==> config.mk <==
export PLATFORM = sky130hd
export DESIGN_NAME = adder_share_ctrl
export DESIGN_NICKNAME = d
export VERILOG_FILES = /design/src/rtl/adder_share_ctrl.sv
export SDC_FILE = /design/constraint.sdc
export NUM_CORES = 1
export LEC_CHECK = 0
export ABC_AREA = 0
export CAP_MARGIN = 25
export CORE_ASPECT_RATIO = 1.4
export CORE_MARGIN = 4
export CORE_UTILIZATION = 42
export DETAILED_ROUTE_END_ITERATION = 6
export GPL_TIMING_DRIVEN = 0
export PLACE_DENSITY = 0.74
export SKIP_CTS_REPAIR_TIMING = 1
export SYNTH_ARGS = -nofsm -noshare
export SYNTH_HDL_FRONTEND = slang
export SYNTH_SLANG_ARGS = --single-unit
==> constraint.sdc <==
create_clock -name clk -period 3.2 [get_ports clk]
set_input_delay 0.48 -clock clk [delete_from_list [all_inputs] [get_ports clk]]
set_output_delay 0.48 -clock clk [all_outputs]
set_load 0.1 [all_outputs]
==> src/rtl/adder_share_ctrl.sv <==
// Round-robin controller that shares a single 32-bit ripple-carry adder
// among N_REQ requesters. It latches the winner's operands onto the adder
// inputs and holds them for SETTLE_CYCLES clocks. It then captures the sum
// and returns it together with the winner's index.
module adder_share_ctrl #(
    parameter int unsigned N_REQ         = 4,
    parameter int unsigned SETTLE_CYCLES = 2,
    localparam int unsigned IW           = (N_REQ > 1) ? $clog2(N_REQ) : 1
) (
    input  logic                  clk,
    input  logic                  rst,
    input  logic [N_REQ-1:0]      req,
    input  logic [32*N_REQ-1:0]   op_a,
    input  logic [32*N_REQ-1:0]   op_b,
    output logic [N_REQ-1:0]      gnt,
    output logic                  done,
    output logic [IW-1:0]         done_id,
    output logic [31:0]           result,
    output logic [31:0]           add_a,
    output logic [31:0]           add_b,
    input  logic [31:0]           add_s
);

    localparam int unsigned DW = 32;
    // cnt only ever holds SETTLE_CYCLES-1 down to 0
    localparam int unsigned CW = (SETTLE_CYCLES > 1) ? $clog2(SETTLE_CYCLES) : 1;

    localparam logic [1:0] IDLE   = 2'd0;
    localparam logic [1:0] SETTLE = 2'd1;
    localparam logic [1:0] DONE   = 2'd2;

    logic [1:0]    state;
    logic [1:0]    state_nxt;
    logic [IW-1:0] rr_ptr;
    logic [IW-1:0] winner;
    logic [CW-1:0] cnt;

    logic          arb_hit_c;
    logic [IW-1:0] arb_idx_c;
    logic [DW-1:0] arb_a_c;
    logic [DW-1:0] arb_b_c;
    int unsigned   scan_idx_c;

    logic [DW-1:0] op_a_arr [N_REQ];
    logic [DW-1:0] op_b_arr [N_REQ];

    // Unpack the flat operand buses into per-requester words
    for (genvar g = 0; g < N_REQ; g++) begin : g_unpack
        assign op_a_arr[g] = op_a[DW*g +: DW];
        assign op_b_arr[g] = op_b[DW*g +: DW];
    end

    // Round-robin search: first asserted request at or after rr_ptr
    always_comb begin
        arb_hit_c  = 1'b0;
        arb_idx_c  = '0;
        arb_a_c    = '0;
        arb_b_c    = '0;
        scan_idx_c = 0;
        for (int unsigned i = 0; i < N_REQ; i++) begin
            scan_idx_c = 32'(rr_ptr) + i;
            if (scan_idx_c >= N_REQ) begin
                scan_idx_c = scan_idx_c - N_REQ;
            end
            if (!arb_hit_c && req[IW'(scan_idx_c)]) begin
                arb_hit_c = 1'b1;
                arb_idx_c = IW'(scan_idx_c);
                arb_a_c   = op_a_arr[IW'(scan_idx_c)];
                arb_b_c   = op_b_arr[IW'(scan_idx_c)];
            end
        end
    end

    // State register
    always_ff @(posedge clk) begin
        if (rst) begin
            state <= IDLE;
        end else begin
            state <= state_nxt;
        end
    end

    // Next-state logic
    always_comb begin
        state_nxt = state;
        case (state)
            IDLE:    if (arb_hit_c) state_nxt = SETTLE;
            SETTLE:  if (cnt == '0) state_nxt = DONE;
            DONE:    state_nxt = IDLE;
            default: state_nxt = IDLE;
        endcase
    end

    // Datapath and registered outputs; operands stay on the adder after DONE
    always_ff @(posedge clk) begin
        if (rst) begin
            gnt     <= '0;
            done    <= 1'b0;
            done_id <= '0;
            result  <= '0;
            add_a   <= '0;
            add_b   <= '0;
            cnt     <= '0;
            rr_ptr  <= '0;
            winner  <= '0;
        end else begin
            case (state)
                IDLE: begin
                    if (arb_hit_c) begin
                        add_a  <= arb_a_c;
                        add_b  <= arb_b_c;
                        gnt    <= N_REQ'(1) << arb_idx_c;
                        winner <= arb_idx_c;
                        cnt    <= CW'(SETTLE_CYCLES - 1);
                    end
                end
                SETTLE: begin
                    if (cnt != '0) begin
                        cnt <= cnt - CW'(1);
                    end else begin
                        result  <= add_s;
                        done_id <= winner;
                        done    <= 1'b1;
                        gnt     <= '0;
                        rr_ptr  <= (winner == IW'(N_REQ - 1)) ? '0 : winner + IW'(1);
                    end
                end
                DONE: begin
                    done <= 1'b0;
                end
                default: begin
                    done <= 1'b0;
                end
            endcase
        end
    end

endmodule
==> results of run 1 <==
==> routing by layer <==
metal  track usage (%)  wire length, µm  vias up
met3              5.87             4450      191
li1                  -                -     6234
met4              18.9             2790        4
met5                 0               26        -
met1              37.0            19100     6507
met2              54.8            25000      883
==> cell usage in the layout, fill, tap and decap left out, types with 2 or more instances in the layout <==
| cell | Yosys | final |
|---|---|---|
| clkdlybuf4s50_1 | 0 | 394 |
| buf_1 | 23 | 23 |
| nor3b_1 | 4 | 4 |
| inv_1 | 3 | 3 |
| inv_8 | 0 | 2 |
| nor3_1 | 4 | 4 |
| o32ai_2 | 25 | 25 |
| clkbuf_1 | 71 | 71 |
| a211oi_1 | 69 | 69 |
| o32ai_1 | 39 | 39 |
| or3_1 | 3 | 3 |
| nor2_1 | 201 | 201 |
| buf_2 | 45 | 45 |
| a21oi_1 | 176 | 176 |
| diode_2 | 0 | 2 |
| mux2_2 | 128 | 128 |
| mux2i_1 | 128 | 128 |
| buf_6 | 7 | 7 |
| nand2b_1 | 66 | 66 |
| nand3_1 | 6 | 6 |
| clkinv_8 | 0 | 3 |
| buf_4 | 13 | 13 |
| o21ai_0 | 64 | 64 |
| a211oi_2 | 60 | 60 |
| o31a_1 | 65 | 65 |
| nor2b_1 | 3 | 3 |
| dfxtp_1 | 110 | 110 |
| nor2_2 | 2 | 2 |
| clkbuf_16 | 0 | 9 |
| and3b_1 | 4 | 4 |
| nand2_1 | 139 | 139 |
==> cell type report <==
type	count	area share, %
multi-input cells	1200	52.5
repair buffers	394	24.4
flip-flops and latches	110	13.6
plain buffers	159	4.66
well taps	365	2.82
clock buffers	9	1.39
clock inverters	7	0.541
inverters	4	0.0928
diodes	2	0.0309
==> cells by family (layout without fill, tap and decap cells) <==
family | Yosys count | in the layout
AND/OR/NAND/NOR | 436 | 436
other | 0 | 2
AO/OA/AOI/OAI | 506 | 506
flip-flops | 110 | 110
adder cells (fa/ha/maj) | 1 | 1
buffers and inverters | 163 | 573
multiplexers | 257 | 257
==> sequential cells by signal, indices dropped and copies added (netlist names) <==
name     flops
winner       2
cnt          1
state        2
result      32
rr_ptr       2
gnt          4
done         1
done_id      2
add_a       32
add_b       32
==> where the power goes <==
group / leakage, nW / switching, W / internal [W]
sequential: 0.903 / 0.000116 / 0.00155
clock: 0.148 / 0.000662 / 0.000564
combinational: 4.41 / 0.00284 / 0.00151
==> per-stage QoR <==
stage | total power [W] | area (µm²) | cells | hold WS (ns)
floorplan | 0.00466 | 11500 | 1473 | 0.449
global placement | 0.00593 | 15900 | 2232 | 0.441
detailed placement | 0.00598 | 15900 | 2232 | 0.446
CTS | 0.00720 | 16200 | 2248 | 0.458
global route | 0.00752 | 16200 | 2250 | 0.475
finish | 0.00724 | 16200 | 2250 | 0.457
==> critical path: cells and delay by family (launching register included) <==
kind	cells	cell delay, ns
AO/OA/AOI/OAI	3	0.66
flip-flops	1	0.31
buffers and inverters	4	1.77
==> worst paths after layout <==
| kind | from | end | slack (ns) | depth (start not counted) |
|---|---|---|---|---|
| worst max-delay path | rr_ptr[1]$_SDFFE_PP0P_ | add_a[30]$_SDFFE_PP0P_ | 0.31 | 7 |
| worst min-delay path | result[20]$_SDFFE_PP0P_ | result[20]$_SDFFE_PP0P_ | 0.46 | 2 |
| worst max register to register | rr_ptr[1]$_SDFFE_PP0P_ | add_a[30]$_SDFFE_PP0P_ | 0.31 | 7 |
| worst min register to register | result[20]$_SDFFE_PP0P_ | result[20]$_SDFFE_PP0P_ | 0.46 | 2 |
==> impl_metrics.toml, run 1 <==
[timing]
clock_skew_ns = 0.0190
rsz0062_at_grt = "false"
slew_headroom_pct = 27.6
layout_min_cycle_time_ns = 2.89
setup-tns-final_ns = 0
worst_slew_pin_slew_ns = 1.08
timing.final.ws_setup_ns = 0.312
slew_violations = 0
post-route-period-util_pct = 90.2
timing.fmax_ghz = 0.346
final-hold-violation-count = 0
setup_viol_count_final = 0

[floorplan]
initial_core_util_pct = 42.6
core_area_um2 = 26900
rows = 71
die_w_um = 148
ioPinCount = 397
die_y_um = 203
dieArea_um2 = 30000

[yosys]
synth-seq-cells = 110
ys_warn_count = 0
async_flop_share_pct = 0
synth_nets = 1768
syn_avg_cell_area_um2 = 7.78
synth.yosys.seq_area_share_pct = 19.2
yosysUniqueCellTypes = 41
synth_most_common_cell = "nor2_1"
syn_inst = 1473
yosysTopAreaCell = "dfxtp_1"
synth-xor-area-share_pct = 0
synthMuxAreaShare_pct = 23.9
synth_top_flop_cell = "dfxtp_1"
synth_edf_count = 0
yosys.area_share.simple_pct = 16.4
synth_commonest_cells = "201 x nor2_1, 176 x a21oi_1, 139 x nand2_1"
syn_area_um2 = 11500
synth_top_family_by_area = "compound AO/OA/AOI/OAI gates"
synth-compound-area-share_pct = 33.6
yosys-top-cells-area = "dfxtp_1 19%, mux2_2 13%, mux2i_1 11%, a21oi_1 7.7%, nor2_1 6.6%"
synth_fa_ha_area_share_pct = 0.109
yosysTopAreaCellShare_pct = 19.2

[placed_design]
place_hpwl_mm = 37.9
pre_cts_ws_ns = 0.0577
io_buffers = 394
place_congestion = 0.951

[clock_tree]
cts_tree = "done"
clockBufferDepth = 2
clk_latency_ns = 0.38
clock_sinks = 110
h-tree-depth = 3
path_clk_slew_ns = 0.08
cts-root-buf = "clkbuf_16"
cts_buffers = 9

[final_layout]
n_fill_cell = 2491
drive_gt1_share_pct = 16.0
nNetsFinal = 2173
seqCellArea_um2 = 2200
area_growth_pct = 41.2
multi_input_area_um2 = 8490
final_util_pct = 60.1

[global_routing]
grt_max_degree = 23
grt_pass1_vias = 14000
grt-ovfl-total = 0
groute.usage.overall_pct = 32.0
antenna_found_initial = 4
grt_pass1_wl_mm = 77.0

[setup_path]
crit_chain = "buf_2 -> buf_2 -> clkbuf_1 -> clkbuf_1 -> a21oi_1 -> a211oi_1 -> o32ai_2"
worstSetupPathType = "register to register"
crit_path_max_fanout = 10
end_kind = "register"
start_kind = "register"
cp.required_ns = 3.43
arrival_ns = 3.12
cpMaxStageDelayCell = "clkbuf_1"
critPathMaxStageDelay_ns = 0.65

[pwr]
powerDensity_nw_per_um2 = 447
irDropWorstVdd_v = 0.000328
leakagePower_nw = 5.46

[min_path]
hp-class = "register to register"

[route]
vias_per_cell = 6.14
drtIter0Drc = 1124
drc = 0
wirelength_mm = 51.4
dr.pass1.iters = 5
postRouteAntennaNets = 0
via_count = 13800
post_drt_wl_per_cell_um = 22.8

[flow_run]
drv_cap = 0

[run_status]
outcome = "complete, no violations"
Power figures use the tool's default switching activity.
==> inputs of run 2 (changes only) <==
Settings changed: GPL_ROUTABILITY_DRIVEN set to 0.
==> run 2 against run 1 <==
- non-clock buffer count stayed put
- critical path depth stayed put
- sequential power hardly changed
- clock-buffer cell count stayed put
- maximum frequency is 0.39% higher
- clock skew is 0.011 ns lower
- largest power group unchanged
- sequential share of layout area hardly changed
- worst setup slack better by 0.011 ns
- cell count hardly changed
- total power is 0.36% lower
- register-to-register slack hardly changed
- core utilization hardly changed
==> impl_metrics.toml, run 2 (synthesized netlist as in run 1, its figures left out) <==
[final_layout]
finalInstanceArea_um2 = 16200
drive_gt1_share_pct = 16.0
layout_common_cells = "394 x clkdlybuf4s50_1, 201 x nor2_1, 176 x a21oi_1, 139 x nand2_1"
top_regs = "add_a (32), add_b (32), result (32)"
n_fill_cell = 2462
nNetsFinal = 2173
seqCellArea_um2 = 2200
area_growth_pct = 41.1
antenna_cells = 0
final_common_cell = "clkdlybuf4s50_1"
multi_input_area_um2 = 8490

[timing]
clock_skew_ns = 0.00836
timing.final.ws_setup_ns = 0.323
timing.fmax_ghz = 0.348
slew_headroom_pct = 27.6
layout_min_cycle_time_ns = 2.88
final-hold-violation-count = 0
rsz0062_at_grt = "false"
whs_ns = 0.456
slew_violations = 0
worst_slew_pin_slew_ns = 1.08
post-route-period-util_pct = 89.9
setup-tns-final_ns = 0
setup_viol_count_final = 0

[setup_path]
reg2regPathDepth = 7
worstSetupPathType = "register to register"
cp.required_ns = 3.42
crit_buf_inv = 4
critPathMaxStageDelay_ns = 0.68
crit_path_max_fanout = 10
timing.rr.start = "rr_ptr[1]$_SDFFE_PP0P_"
worstReg2RegEnd = "add_b[7]$_SDFFE_PP0P_"
end_kind = "register"
start_kind = "register"
reg2reg_slack_ns = 0.32
crit_chain = "buf_2 -> buf_2 -> clkbuf_1 -> clkbuf_1 -> a21oi_1 -> a211oi_1 -> o32ai_2"
cpMaxStageDelayCell = "clkbuf_1"
crit_family = "buffers and inverters"
arrival_ns = 3.10

[route]
met3_length_mm = 4.27
m1WireLength_mm = 19.0
drtIter0Drc = 1088
wirelength_mm = 51.1
postRouteAntennaNets = 0
drc = 0
route.met2.wl_mm = 25.3
dr.pass1.iters = 6
via_count = 13700
post_drt_wl_per_cell_um = 22.7
top_layer_used = "met5"
vias_per_cell = 6.11

[min_path]
hold_depth = 2
hp-class = "register to register"
min_from = "result[12]$_SDFFE_PP0P_"
hold_end = "result[12]$_SDFFE_PP0P_"

[clock_tree]
path_clk_slew_ns = 0.09
h-tree-depth = 3
clockBufferDepth = 2
clk_latency_ns = 0.37
clock_sinks = 110
cts-root-buf = "clkbuf_16"
cts_buffers = 9
cts_tree = "done"

[global_routing]
grt_max_degree = 23
antenna_found_initial = 1
grt_pass1_wl_mm = 76.9
grt-ovfl-total = 0
groute.usage.overall_pct = 31.9
grt_pass1_vias = 13900

[placed_design]
place_hpwl_mm = 37.8
placed_cell_area_um2 = 15900
io_buffers = 394
pre_cts_ws_ns = 0.0476

[flow_run]
drv_cap = 0

[floorplan]
dieArea_um2 = 30000
ioPinCount = 397
die_w_um = 148
die_y_um = 203
rows = 71
initial_core_util_pct = 42.6
core_area_um2 = 26900

[pwr]
irDropWorstVdd_v = 0.000307
powerDensity_nw_per_um2 = 446
leakagePower_nw = 5.45

[run_status]
outcome = "complete, no violations"
## run 2: cell type report
cell class | instances | share of cell area, %
multi-input cells | 1200 | 52.5
repair buffers | 394 | 24.4
well taps | 365 | 2.82
flip-flops and latches | 110 | 13.6
plain buffers | 159 | 4.66
clock buffers | 9 | 1.39
clock inverters | 7 | 0.564
inverters | 4 | 0.0928
## run 2: worst reg2reg max path: cells and delay by family (launching register included)
| family | cells | cell delay, ns |
|---|---|---|
| AOI/OAI and AO/OA | 3 | 0.65 |
| DFF | 1 | 0.31 |
| buffers and inverters | 4 | 1.78 |
## run 2: metrics by stage
step	util [%]	power (W)	cells
3_3_place_gp	58.9	0.00592	2232
5_1_grt	60.1	0.00750	2248
6_report	60.1	0.00721	2248
3_5_place_dp	58.9	0.00597	2232
2_1_floorplan	-	0.00466	1473
4_1_cts	60.1	0.00719	2248
## run 2: worst max-delay path by stage
stage,start,endpoint,cells past startpoint
2_1_floorplan,req[1],add_a[20]$_SDFFE_PP0P_,8
3_3_place_gp,req[2],add_b[15]$_SDFFE_PP0P_,8
3_5_place_dp,req[2],add_b[15]$_SDFFE_PP0P_,8
4_1_cts,rr_ptr[1]$_SDFFE_PP0P_,add_b[7]$_SDFFE_PP0P_,7
5_1_grt,rr_ptr[1]$_SDFFE_PP0P_,add_b[7]$_SDFFE_PP0P_,7
6_report,rr_ptr[1]$_SDFFE_PP0P_,add_b[7]$_SDFFE_PP0P_,7
## run 2: layer usage
layer / vias up / global-route usage, %
li1: 6231 / -
met1: 6484 / 37.3
met2: 842 / 55.6
met3: 176 / 5.71
met4: 2 / 16.5
met5: - / 0
## run 2: report_power, final
group | total, W | switching (W) | internal, W
combinational | 0.00434 | 0.00283 | 0.00151
sequential | 0.00166 | 0.000115 | 0.00155
clock | 0.00121 | 0.000646 | 0.000563
==> inputs of run 3 (changes only) <==
Settings changed: ABC_CLOCK_PERIOD_IN_PS set to 2330, PLACE_DENSITY 0.74 to 0.77.
Clock period 3.2 ns to 2.33 ns, I/O delays scaled along.
==> run 3 against run 2 <==
- critical path depth down 6
- sequential share of layout area down 0.27 points
- largest power group unchanged
- design area up 2.0%
- hold slack better by 0.0054 ns
- the flow now finishes with violations (DRC)
- critical endpoint is now add_a[11]
==> impl_metrics.toml, run 3 (synthesized netlist as in run 1, its figures left out) <==
[clock_tree]
clk_latency_ns = 0.37
h-tree-depth = 3
cts_buffers = 9
clock_sinks = 110
cts-root-buf = "clkbuf_16"
cts_tree = "done"
clockBufferDepth = 2
path_clk_slew_ns = 0.09

[floorplan]
rows = 71
dieArea_um2 = 30000
ioPinCount = 397
die_y_um = 203
core_area_um2 = 26900
initial_core_util_pct = 42.6
die_w_um = 148

[global_routing]
grt_pass1_wl_mm = 76.0
antenna_found_initial = 1
grt_max_degree = 24
groute.usage.overall_pct = 31.3
grt_pass1_vias = 14100
grt-ovfl-total = 0

[final_layout]
final_common_cell = "clkdlybuf4s50_1"
n_fill_cell = 2418
drive_gt1_share_pct = 20.1
top_regs = "add_a (32), add_b (32), result (32)"
nNetsFinal = 2173
area_growth_pct = 44.0
layout_common_cells = "392 x clkdlybuf4s50_1, 201 x nor2_1, 176 x a21oi_1, 139 x nand2_1, 128 x mux2_2"

[placed_design]
io_buffers = 394
place_hpwl_mm = 37.4

[run_status]
failed_checks = "DRC"
outcome = "complete, but fails checks"

[pwr]
switching_share_pct = 49.6
irDropWorstVdd_v = 0.000416
p_clk_share_pct = 16.9
p_comb_share_pct = 60.4
finalPower_w = 0.0101
powerDensity_nw_per_um2 = 609
switchingPower_w = 0.00499
leakagePower_nw = 5.71
p_int_w = 0.00507
pwr-share-seq_pct = 22.7

[route]
dr.pass1.iters = 7
vias_per_cell = 6.18
drtIter0Drc = 1124
drc = 1
postRouteAntennaNets = 0
via_count = 13900
post_drt_wl_per_cell_um = 22.4
wirelength_mm = 50.4

[min_path]
hp-class = "register to register"

[setup_path]
arrival_ns = 1.95
critPathMaxStageDelay_ns = 1.16
crit_chain = "clkdlybuf4s50_1"
crit_family = "buffers and inverters"
start_kind = "register"
cpMaxStageDelayCell = "clkdlybuf4s50_1"
end_kind = "output port"
crit_path_max_fanout = 2
worstSetupPathType = "register to output port"
crit_buf_inv = 1
cp.required_ns = 1.98

[timing]
rsz0062_at_grt = "true"
setup_viol_count_final = 0
post-route-period-util_pct = 98.8
slew_violations = 0
slew_headroom_pct = 26.5
worst_slew_pin_slew_ns = 1.10
setup-tns-final_ns = 0
timing.fmax_ghz = 0.434
layout_min_cycle_time_ns = 2.30
final-hold-violation-count = 0
clock_skew_ns = 0.0107

[flow_run]
drv_cap = 0
-- run 3: stage by stage --
step	utilization (%)	instance area [µm²]	std cells	hold slack (ns)	worst slack [ns]
after detailed placement	58.9	15900	2232	0.449	-0.687
after CTS	60.1	16200	2248	0.459	-0.489
final	61.3	16500	2249	0.462	0.0271
after global routing	61.3	16500	2249	0.478	-0.0389
after floorplan	-	11500	1473	0.449	0.452
after global placement	58.9	15900	2232	0.442	-0.638
-- run 3: path summary, 6_finish.rpt --
check / startpoint / endpoint / cells after the start / slack, ns
max: add_a[11]$_SDFFE_PP0P_ / add_a[11] / 1 / 0.03
min: result[23]$_SDFFE_PP0P_ / result[23]$_SDFFE_PP0P_ / 2 / 0.46
max reg2reg: rr_ptr[1]$_SDFFE_PP0P_ / add_b[8]$_SDFFE_PP0P_ / 7 / 0.09
min reg2reg: result[23]$_SDFFE_PP0P_ / result[23]$_SDFFE_PP0P_ / 2 / 0.46
-- run 3: power by group through the flow --
stage               logic (W)  clock network (W)  registers [W]
global route          0.00635            0.00178        0.00231
CTS                   0.00588            0.00173        0.00228
global placement      0.00579                  0        0.00232
detailed placement    0.00586                  0        0.00232
floorplan             0.00247                  0        0.00393
finish                0.00607            0.00170        0.00229
-- run 3: worst reg2reg max path: stages (launching register included) --
cell and delay (ns):
dfxtp_1 0.31, buf_2 0.18, buf_2 0.32, clkbuf_4 0.37
clkbuf_2 0.32, a21oi_1 0.13, a211oi_1 0.32, o32ai_2 0.14
-- run 3: per-layer routing --
| metal | up-vias | GRT usage (%) | part of all wire [%] |
|---|---|---|---|
| met3 | 183 | 4.65 | 8.6 |
| met4 | 0 | 16.2 | 4.8 |
| met2 | 917 | 55.7 | 50 |
| met5 | - | 0 | 0 |
| met1 | 6552 | 36.1 | 37 |
| li1 | 6245 | - | - |
-- run 3: final cells by class --
cell class / instances / area, µm² / share of cell area [%]
clock inverter: 7 / 98.8 / 0.599
inverter: 4 / 15.0 / 0.0910
tap: 365 / 457 / 2.77
timing repair buffer: 394 / 3950 / 23.9
clock buffer: 9 / 225 / 1.36
buffer: 159 / 926 / 5.61
antenna: 1 / 2.50 / 0.0152
sequential: 110 / 2200 / 13.3
multi-input combinational: 1200 / 8630 / 52.3
